[config.mk]
export PLATFORM = sky130hd
export DESIGN_NAME = sram_sample_fifo_ctrl
export DESIGN_NICKNAME = d
export VERILOG_FILES = /design/src/rtl/sram_fifo_pkg.sv /design/src/rtl/sram_sample_fifo_ctrl.sv
export SDC_FILE = /design/constraint.sdc
export NUM_CORES = 1
export LEC_CHECK = 0
export ABC_AREA = 1
export BUFFER_PORTS_ARGS = -buffer_cell sky130_fd_sc_hd__buf_2
export CAP_MARGIN = 20
export CORE_MARGIN = 3
export CORE_UTILIZATION = 41
export CTS_BUF_LIST = sky130_fd_sc_hd__clkbuf_8
export DETAILED_ROUTE_END_ITERATION = 6
export GPL_TIMING_DRIVEN = 0
export PLACE_DENSITY = 0.59
export SYNTH_ARGS = -nofsm -noshare
export SYNTH_HDL_FRONTEND = slang
export SYNTH_SLANG_ARGS = --single-unit
[constraint.sdc]
create_clock -name clk -period 2.4 [get_ports clk]
set_input_delay 0.12 -clock clk [delete_from_list [all_inputs] [get_ports clk]]
set_output_delay 0.12 -clock clk [all_outputs]
set_load 0.03 [all_outputs]
[src/rtl/sram_fifo_pkg.sv]
`default_nettype none
// ============================================================================
//  Module      : sram_fifo_pkg
//  Description : Shared types and helpers for the SRAM-backed stereo-sample
//                FIFO controller. Holds the controller state encoding, the
//                byte/sample widths, and the helper that forms a byte address
//                from a sample pointer and a high-byte select.
//  Revision    : 1.0 - initial release
// ============================================================================
package sram_fifo_pkg;

    localparam int BYTE_W   = 8;
    localparam int SAMPLE_W = 16;
    // Widest SRAM address the byte_addr helper can form.
    localparam int MAX_AW   = 16;

    typedef enum logic [2:0] {
        IDLE   = 3'd0,
        WR_LO  = 3'd1,
        WR_HI  = 3'd2,
        RD_LO  = 3'd3,
        RD_HI  = 3'd4,
        RD_CAP = 3'd5
    } state_t;

    // Sample p lives at byte addresses 2p (low byte) and 2p+1 (high byte).
    function automatic logic [MAX_AW-1:0] byte_addr(input logic [MAX_AW-2:0] ptr,
                                                    input logic              hi_sel);
        return {ptr, hi_sel};
    endfunction

endpackage
`default_nettype wire

[src/rtl/sram_sample_fifo_ctrl.sv]
`default_nettype none
// ============================================================================
//  Module      : sram_sample_fifo_ctrl
//  Description : Elastic/delay buffer for the audio path. Presents a 16-bit
//                sample FIFO with valid/ready on both sides and stores each
//                sample as two bytes in a 256x8 single-port SRAM macro.
//                Optional feature macro: SRAM_SAMPLE_FIFO_HWM_EN adds the hwm
//                output (maximum count seen since reset).
//  Revision    : 1.0 - initial release
//
//  Ports
//    clk, reset            : clock (also the SRAM CE), async active-high reset
//    in_valid/ready/data   : sample input handshake
//    out_valid/ready/data  : sample output handshake (one-sample holding reg)
//    count                 : samples currently held in the SRAM (0..DEPTH)
//    sram_a/i/o            : SRAM address, write data, read data
//    sram_csb/web/oeb      : SRAM chip select / write / output enable (low)
//    hwm                   : high-water mark (only with the feature macro)
// ============================================================================
module sram_sample_fifo_ctrl #(
    parameter int SRAM_AW  = 8,
    parameter int SAMPLE_W = 16
) (
    input  logic                clk,
    input  logic                reset,
    input  logic                in_valid,
    output logic                in_ready,
    input  logic [SAMPLE_W-1:0] in_data,
    output logic                out_valid,
    input  logic                out_ready,
    output logic [SAMPLE_W-1:0] out_data,
    output logic [SRAM_AW-1:0]  count,
    output logic [SRAM_AW-1:0]  sram_a,
    output logic [7:0]          sram_i,
    input  logic [7:0]          sram_o,
    output logic                sram_csb,
    output logic                sram_web,
    output logic                sram_oeb
`ifdef SRAM_SAMPLE_FIFO_HWM_EN
    ,
    output logic [SRAM_AW-1:0]  hwm
`endif
);
    import sram_fifo_pkg::*;

    localparam int                 c_ptr_w     = SRAM_AW - 1;
    localparam logic [SRAM_AW-1:0] c_depth     = {1'b1, {(SRAM_AW-1){1'b0}}};
    localparam logic [SRAM_AW-1:0] c_count_one = {{(SRAM_AW-1){1'b0}}, 1'b1};
    localparam logic [c_ptr_w-1:0] c_ptr_one   = {{(c_ptr_w-1){1'b0}}, 1'b1};

    generate
        if (SAMPLE_W != 2 * BYTE_W) begin : g_bad_sample_w
            $error("sram_sample_fifo_ctrl: SAMPLE_W must equal two SRAM bytes");
        end
    endgenerate

    state_t                r_state;
    logic [c_ptr_w-1:0]    r_wr_ptr;
    logic [c_ptr_w-1:0]    r_rd_ptr;
    logic [SRAM_AW-1:0]    r_count;
    logic [SAMPLE_W-1:0]   r_wr_data;
    logic [BYTE_W-1:0]     r_rd_lo;
    logic                  r_out_valid;
    logic [SAMPLE_W-1:0]   r_out_data;
    logic [SRAM_AW-1:0]    r_sram_a;
    logic [7:0]            r_sram_i;
    logic                  r_sram_csb;
    logic                  r_sram_web;
    logic                  r_sram_oeb;

    logic w_full;
    logic w_rd_start;
    logic w_wr_start;

    assign w_full     = (r_count == c_depth);
    // Refilling the empty output register takes priority over accepting input.
    assign w_rd_start = (r_state == IDLE) && !r_out_valid && (r_count != '0);
    assign in_ready   = (r_state == IDLE) && !w_rd_start && !w_full;
    assign w_wr_start = in_valid && in_ready;

    always_ff @(posedge clk or posedge reset) begin
        if (reset) begin
            r_state     <= IDLE;
            r_wr_ptr    <= '0;
            r_rd_ptr    <= '0;
            r_count     <= '0;
            r_wr_data   <= '0;
            r_rd_lo     <= '0;
            r_out_valid <= 1'b0;
            r_out_data  <= '0;
            r_sram_a    <= '0;
            r_sram_i    <= '0;
            r_sram_csb  <= 1'b1;
            r_sram_web  <= 1'b1;
            r_sram_oeb  <= 1'b1;
        end else begin
            if (r_out_valid && out_ready) begin
                r_out_valid <= 1'b0;
            end
            // SRAM command registers are loaded with the command for the state
            // being entered, so the macro samples it at the edge ending that state.
            case (r_state)
                IDLE: begin
                    if (w_rd_start) begin
                        r_state    <= RD_LO;
                        r_count    <= r_count - c_count_one;
                        r_sram_csb <= 1'b0;
                        r_sram_oeb <= 1'b0;
                        r_sram_web <= 1'b1;
                        r_sram_a   <= SRAM_AW'(byte_addr((MAX_AW-1)'(r_rd_ptr), 1'b0));
                    end else if (w_wr_start) begin
                        r_state    <= WR_LO;
                        r_wr_data  <= in_data;
                        r_sram_csb <= 1'b0;
                        r_sram_web <= 1'b0;
                        r_sram_oeb <= 1'b1;
                        r_sram_a   <= SRAM_AW'(byte_addr((MAX_AW-1)'(r_wr_ptr), 1'b0));
                        r_sram_i   <= in_data[BYTE_W-1:0];
                    end
                end
                WR_LO: begin
                    r_state  <= WR_HI;
                    r_sram_a <= SRAM_AW'(byte_addr((MAX_AW-1)'(r_wr_ptr), 1'b1));
                    r_sram_i <= r_wr_data[2*BYTE_W-1:BYTE_W];
                end
                WR_HI: begin
                    // Sample only becomes visible once both bytes are committed.
                    r_state    <= IDLE;
                    r_sram_csb <= 1'b1;
                    r_sram_web <= 1'b1;
                    r_wr_ptr   <= r_wr_ptr + c_ptr_one;
                    r_count    <= r_count + c_count_one;
                end
                RD_LO: begin
                    r_state  <= RD_HI;
                    r_sram_a <= SRAM_AW'(byte_addr((MAX_AW-1)'(r_rd_ptr), 1'b1));
                end
                RD_HI: begin
                    // Low byte from the RD_LO access is on sram_o now.
                    r_state    <= RD_CAP;
                    r_rd_lo    <= sram_o;
                    r_sram_csb <= 1'b1;
                    r_sram_oeb <= 1'b1;
                end
                RD_CAP: begin
                    r_state     <= IDLE;
                    r_out_data  <= {sram_o, r_rd_lo};
                    r_out_valid <= 1'b1;
                    r_rd_ptr    <= r_rd_ptr + c_ptr_one;
                end
                default: begin
                    r_state    <= IDLE;
                    r_sram_csb <= 1'b1;
                    r_sram_web <= 1'b1;
                    r_sram_oeb <= 1'b1;
                end
            endcase
        end
    end

`ifdef SRAM_SAMPLE_FIFO_HWM_EN
    logic [SRAM_AW-1:0] r_hwm;

    // Tracks the registered count, so it trails a rise in count by one cycle.
    always_ff @(posedge clk or posedge reset) begin
        if (reset) begin
            r_hwm <= '0;
        end else if (r_count > r_hwm) begin
            r_hwm <= r_count;
        end
    end

    assign hwm = r_hwm;
`endif

    assign out_valid = r_out_valid;
    assign out_data  = r_out_data;
    assign count     = r_count;
    assign sram_a    = r_sram_a;
    assign sram_i    = r_sram_i;
    assign sram_csb  = r_sram_csb;
    assign sram_web  = r_sram_web;
    assign sram_oeb  = r_sram_oeb;

endmodule
`default_nettype wire

Word-level counts from Yosys, hierarchy flattened
Cells that the tools add are included.
{"block": "classes", "reduce_logical": 25, "div_mod_pow": 0, "multipliers": 0, "n_eq_ne": 10, "bitwise": 4, "n_addsub": 4, "n_mux": 21, "magnitude_cmp": 0, "shifts": 0}
{"operator": "$mux 8", "n": 5}
{"operator": "$pmux 8 s2", "n": 2}
{"operator": "$pmux 8 s3", "n": 1}
{"operator": "$add 7x1->7 const B", "n": 2}
{"operator": "$pmux 3 s4", "n": 1}
{"operator": "$reduce_and 2->1", "n": 5}
{"operator": "$add 8x1->8 const B", "n": 1}
{"operator": "$eq 8x8->1 const B", "n": 1}
{"operator": "$reduce_bool 8->1", "n": 1}
{"operator": "$reduce_or 4->1", "n": 2}
{"operator": "$sub 8x1->8 const B", "n": 1}
{"operator": "$mux 1", "n": 7}
{"operator": "$eq 3x2->1 const B", "n": 2}
{"operator": "$eq 3x3->1 const B", "n": 2}
{"operator": "$logic_and 1x1->1", "n": 6}
{"operator": "$mux 3", "n": 2}
{"operator": "$ne 2x2->1 const B", "n": 3}
{"operator": "$pmux 1 s2", "n": 3}
{"operator": "$reduce_and 3->1", "n": 2}
{"operator": "$reduce_bool 2->1", "n": 3}
{"operator": "$not 1->1", "n": 4}
{"operator": "$eq 3x1->1 const B", "n": 1}
{"operator": "$logic_not 1->1", "n": 3}
{"operator": "$logic_not 3->1", "n": 1}
{"operator": "other kinds (3)", "n": 3}
{"block": "word_totals", "ff_bits": 85, "ramBits": 0, "memories": 0, "latch_bits": 0, "elab_cells": 77, "mem_bits_ro": 0}

Depth between registers and ports, before layout
{"block": "depth", "word_depth": 10, "mapped_depth": 12}

Least setup slack after synthesis
No wires, ideal clock.
{"block": "synth_timing", "kind": "register -> register", "startpoint": "reg r_state[2]", "endpoint": "reg r_count[5] (netlist: count[5])", "stages_incl_launch_ff": 13, "slack_ns": 0.283, "arrival_ns": 1.990, "n_path_buf": 0, "synth_period_minus_slack_ns": 2.117, "setup_time_ns": 0.126, "path_cell_list": "dfrtp_1 inv_1 nand2_1 nor2_2 inv_1 ha_1 a21oi_1 nand2_1 nand2_1 nand2_1 xor2_1 nand2_1 o21ai_0"}
{"block": "synth_between", "elab_chain_len": 5}
{"element": "start, declared", "line_no": "sram_sample_fifo_ctrl.sv:57", "rtl": "state_t r_state;"}
{"element": "start signal, assigned", "line_no": "sram_sample_fifo_ctrl.sv:83", "rtl": "r_state <= IDLE;"}
{"element": "start signal, assigned", "line_no": "sram_sample_fifo_ctrl.sv:105", "rtl": "r_state <= RD_LO;"}
{"element": "start signal, assigned", "line_no": "sram_sample_fifo_ctrl.sv:112", "rtl": "r_state <= WR_LO;"}
{"element": "$logic_not 3->1", "line_no": "sram_sample_fifo_ctrl.sv:77, sram_sample_fifo_ctrl.sv:102"}
{"element": "$logic_and 1x1->1 (2 in a row)", "line_no": "sram_sample_fifo_ctrl.sv:77", "rtl": "assign w_rd_start = (r_state == IDLE) && !r_out_valid && (r_count != '0);"}
{"element": "$ne 2x2->1 (no line)"}
{"element": "$reduce_and 2->1 (no line)"}
{"element": "end signal, assigned", "line_no": "sram_sample_fifo_ctrl.sv:106", "rtl": "r_count <= r_count - c_count_one;"}
{"element": "end signal, assigned", "line_no": "sram_sample_fifo_ctrl.sv:132", "rtl": "r_count <= r_count + c_count_one;"}
{"element": "end, declared", "line_no": "sram_sample_fifo_ctrl.sv:60", "rtl": "logic [SRAM_AW-1:0] r_count;"}
Several ways; a longest one is shown, not always the timed one.
A chain may end at the register's enable or synchronous reset.

Worst setup path after layout
{"block": "layout_timing", "startpoint": "reg r_count[1] (netlist: count[1])", "endpoint": "out in_ready"}
{"block": "layout_between", "elab_chain_len": 5}
{"element": "$reduce_bool 8->1", "line_no": "sram_sample_fifo_ctrl.sv:77"}
{"element": "$logic_and 1x1->1", "line_no": "sram_sample_fifo_ctrl.sv:77"}
{"element": "$logic_not 1->1", "line_no": "sram_sample_fifo_ctrl.sv:78", "rtl": "assign in_ready = (r_state == IDLE) && !w_rd_start && !w_full;"}
{"element": "$logic_and 1x1->1", "line_no": "sram_sample_fifo_ctrl.sv:78"}
{"element": "$logic_and 1x1->1 (*)", "line_no": "sram_sample_fifo_ctrl.sv:78"}
{"element": "end, declared", "line_no": "sram_sample_fifo_ctrl.sv:27", "rtl": "output logic in_ready,"}
Mark *: on every way between the ends. The rest lies on a longest branch, timed or not.

==> run metrics <==
Rows 34; Leakage 2.44 nW; type of origin of the critical path flop; mean number of vias per cell 4.94; port buffer count 72; Ys Warns 0; CP max FO 10; pin count of the biggest net entering global routing 55; Setup crit end kind primary output; antenna violations before repair 0; Die Area 10500 um2; Final Routed Wirelength 8.39 mm; core area 8850 um2; Final ANT Viol Nets 0; htree depth 3; CTS tree yes; maximum vdd drop 0.843 mV; RR Startpoint r_state[2]; fmax 454 MHz; minimum clock period 2.20 ns; clk root buf clkbuf_8; status finished, final reports clean; DPL Wire Length 6.11 mm; Slew @ Worst Pin 0.798 ns; IO Pins 73; WL/cell 13.4 um; crit path from count[1]; r2r endpoint count[5]; remaining global-route overflow 0; layout cells sized above 1 26.6%; vias in the first global route 2941; Final Hold Violating Endpoints 0; Synth Register Bits 77; Seq/Total Area, Yosys 50.7%; clk_lat worst skew 0.35 ns; post-place instance area 4330 um2; chip width 102 um; fillcell total 858; Hold WC Path Type in -> reg; pre-CTS setup slack -0.0573 ns; Yosys cell types 35; kind of critical path reg -> out; Pre-antenna DRT Iters 4; Die Y 102 um; Initial Util 43.0%; max_cap viols 0; setup ws final 0.196 ns; P per Cell Area 1660 nW/um2; GPL Wtd Cong 0.811; Avg Cell Area, Syn 8.96 um2; reg-to-reg slack, setup 0.26 ns; Worst R2R Path Depth 12; Syn Nets 462; clk sinks 77; Via Count 3090; synthesized instance count 425; CTS Buf Count 9; Initial DRC Count 107; Syn-to-layout area delta 20.3%; Final Max Slew Viols 0; RSZ-0062 raised after global routing no; fin cells 626; gr usage total 17.4%; slew margin rel. 46.8%; crit path to in_ready; post-route cell area 4580 um2; number of setup violations in the final report 0; Final #Nets 550; Final Skew 0.0139 ns; Reg clk slew, reported paths 0.09 ns; Placed Cells 606; global-route wire length before repair 14.3 mm; Inserted Diodes 0; DR DRC count 0; Critical Path RT 2.28 ns; Final period util 91.8%; Syn Std Cell Area 3810 um2; crit path DAT 2.08 ns; clock buffer depth 2
[layout make-up]
type / count / area (um2) / area share (%)
Multi-Input combinational cell: 287 / 1620 / 35.4
Tap cell: 108 / 135 / 2.95
Clock inverter: 7 / 80.1 / 1.75
Sequential cell: 77 / 1930 / 42.2
Timing Repair Buffer: 77 / 425 / 9.29
Clock buffer: 9 / 124 / 2.70
Buffer: 10 / 67.6 / 1.48
Inverter: 51 / 194 / 4.23
[metrics by stage]
stage | util (%) | total power, mW | hold slack (ns) | setup TNS [ns]
floorplan | - | 5.57 | 0.216 | 0
global placement | 48.6 | 6.54 | 0.313 | -50.53
detailed placement | 49.0 | 6.63 | 0.115 | -0.100
CTS | 51.6 | 7.67 | 0.00558 | 0
global route | 51.8 | 8.36 | 0.0187 | 0
finish | 51.8 | 7.59 | 0.0211 | 0
[state kept, by name (all words and copies together) (netlist names)]
register,cells
r_wr_data,8
r_rd_ptr,7
out_valid,1
out_data,16
count,8
r_wr_ptr,7
sram_csb,1
sram_web,1
sram_a,8
sram_oeb,1
sram_i,8
r_state,3
r_rd_lo,8
[cells in the mapped netlist, drive strengths merged]
library cell    n  area [um2]
a22oi           7        52.6
mux2            8        90.1
nor3            3        15.0
o211ai          2        20.0
nand3          38         190
buf             8        60.1
nand4           4        40.0
and2            1        6.26
a21o            1        7.51
ha              8         100
xor2           18         158
xnor2           1        8.76
clkbuf          2        7.51
a21oi          13        65.1
dfstp           3        78.8
o21ai          34         170
nor2           24         138
inv            51         191
a31oi           1        6.26
nand2         121         509
dfrtp          74        1850
fa              1        20.0
o21a            1        7.51
nor4            1        12.5
[report_power, final]
| group | leakage, nW | switching [mW] | total, mW | internal (mW) |
|---|---|---|---|---|
| registers | 0.945 | 0.389 | 2.31 | 1.92 |
| clock network | 0.0968 | 0.514 | 1.01 | 0.493 |
| logic | 1.40 | 2.81 | 4.28 | 1.46 |
[worst max-delay path, cell delays in order (launching register included)]
cell and delay [ns]:
dfrtp_1 0.45, inv_1 0.09, nand2_1 0.05, nor2_1 0.19, nand2_2 0.19, nand2_4 0.15
buf_6 0.18, nand2_1 0.10, nor2_2 0.12, buf_2 0.21
[worst min path at each step]
stage / from / end / slack (ns) / depth (start not counted)
final: in_data[12] / r_wr_data[12] / 0.02 / 3
after CTS: in_data[12] / r_wr_data[12] / 0.006 / 3
after global placement: out_ready / out_valid / 0.31 / 2
after floorplan: out_ready / out_valid / 0.22 / 1
after global routing: in_data[11] / r_wr_data[11] / 0.02 / 3
after detailed placement: reset / sram_i[5] / 0.11 / 2
[cells in the final DEF, fill, tap and decap left out, types with 2 or more instances in the layout]
cell,instances
inv_1,46
o21ai_0,32
clkinvlp_4,2
dfstp_2,3
nor2_8,2
inv_6,3
nor2_4,2
nor3_1,3
nand4_1,3
dlygate4sd3_1,3
clkbuf_8,9
buf_6,2
o21ai_1,2
mux2_2,8
buf_4,4
nand2_2,10
a21oi_1,13
nand2_4,4
ha_1,8
dfrtp_1,73
buf_2,75
clkbuf_1,2
nor2_1,18
a22oi_1,7
xor2_1,18
nand2_1,107
inv_2,4
nor2_2,2
nand3_1,38
[routing by layer]
metal | GRT usage, % | up-vias | wire [um]
met4 | 7.67 | 0 | 154
met3 | 2.87 | 11 | 352
met5 | 0 | - | 0
li1 | - | 1550 | -
met1 | 23.6 | 1460 | 3960
met2 | 27.3 | 69 | 3920
[kinds of logic (layout without fill, tap and decap cells)]
group | Yosys count | in the layout | synth area share (%)
xor+xnor | 19 | 19 | 4.37
simple gates | 192 | 192 | 23.9
fa+ha+maj | 9 | 9 | 3.16
compound gates | 59 | 59 | 8.65
buf+inv | 61 | 154 | 6.80
mux | 8 | 8 | 2.37
flops | 77 | 77 | 50.7
[what timing repair did]
item | 4_1_cts | 5_1_grt
gates resized for setup | 1 | 2
hold endpoints to repair | 23 | 0
buffers inserted | 0 | 1
setup endpoints to repair | 2 | 5
pin swaps | 0 | 1
hold buffers | 3 | 0
Power figures use the tool's default switching activity.
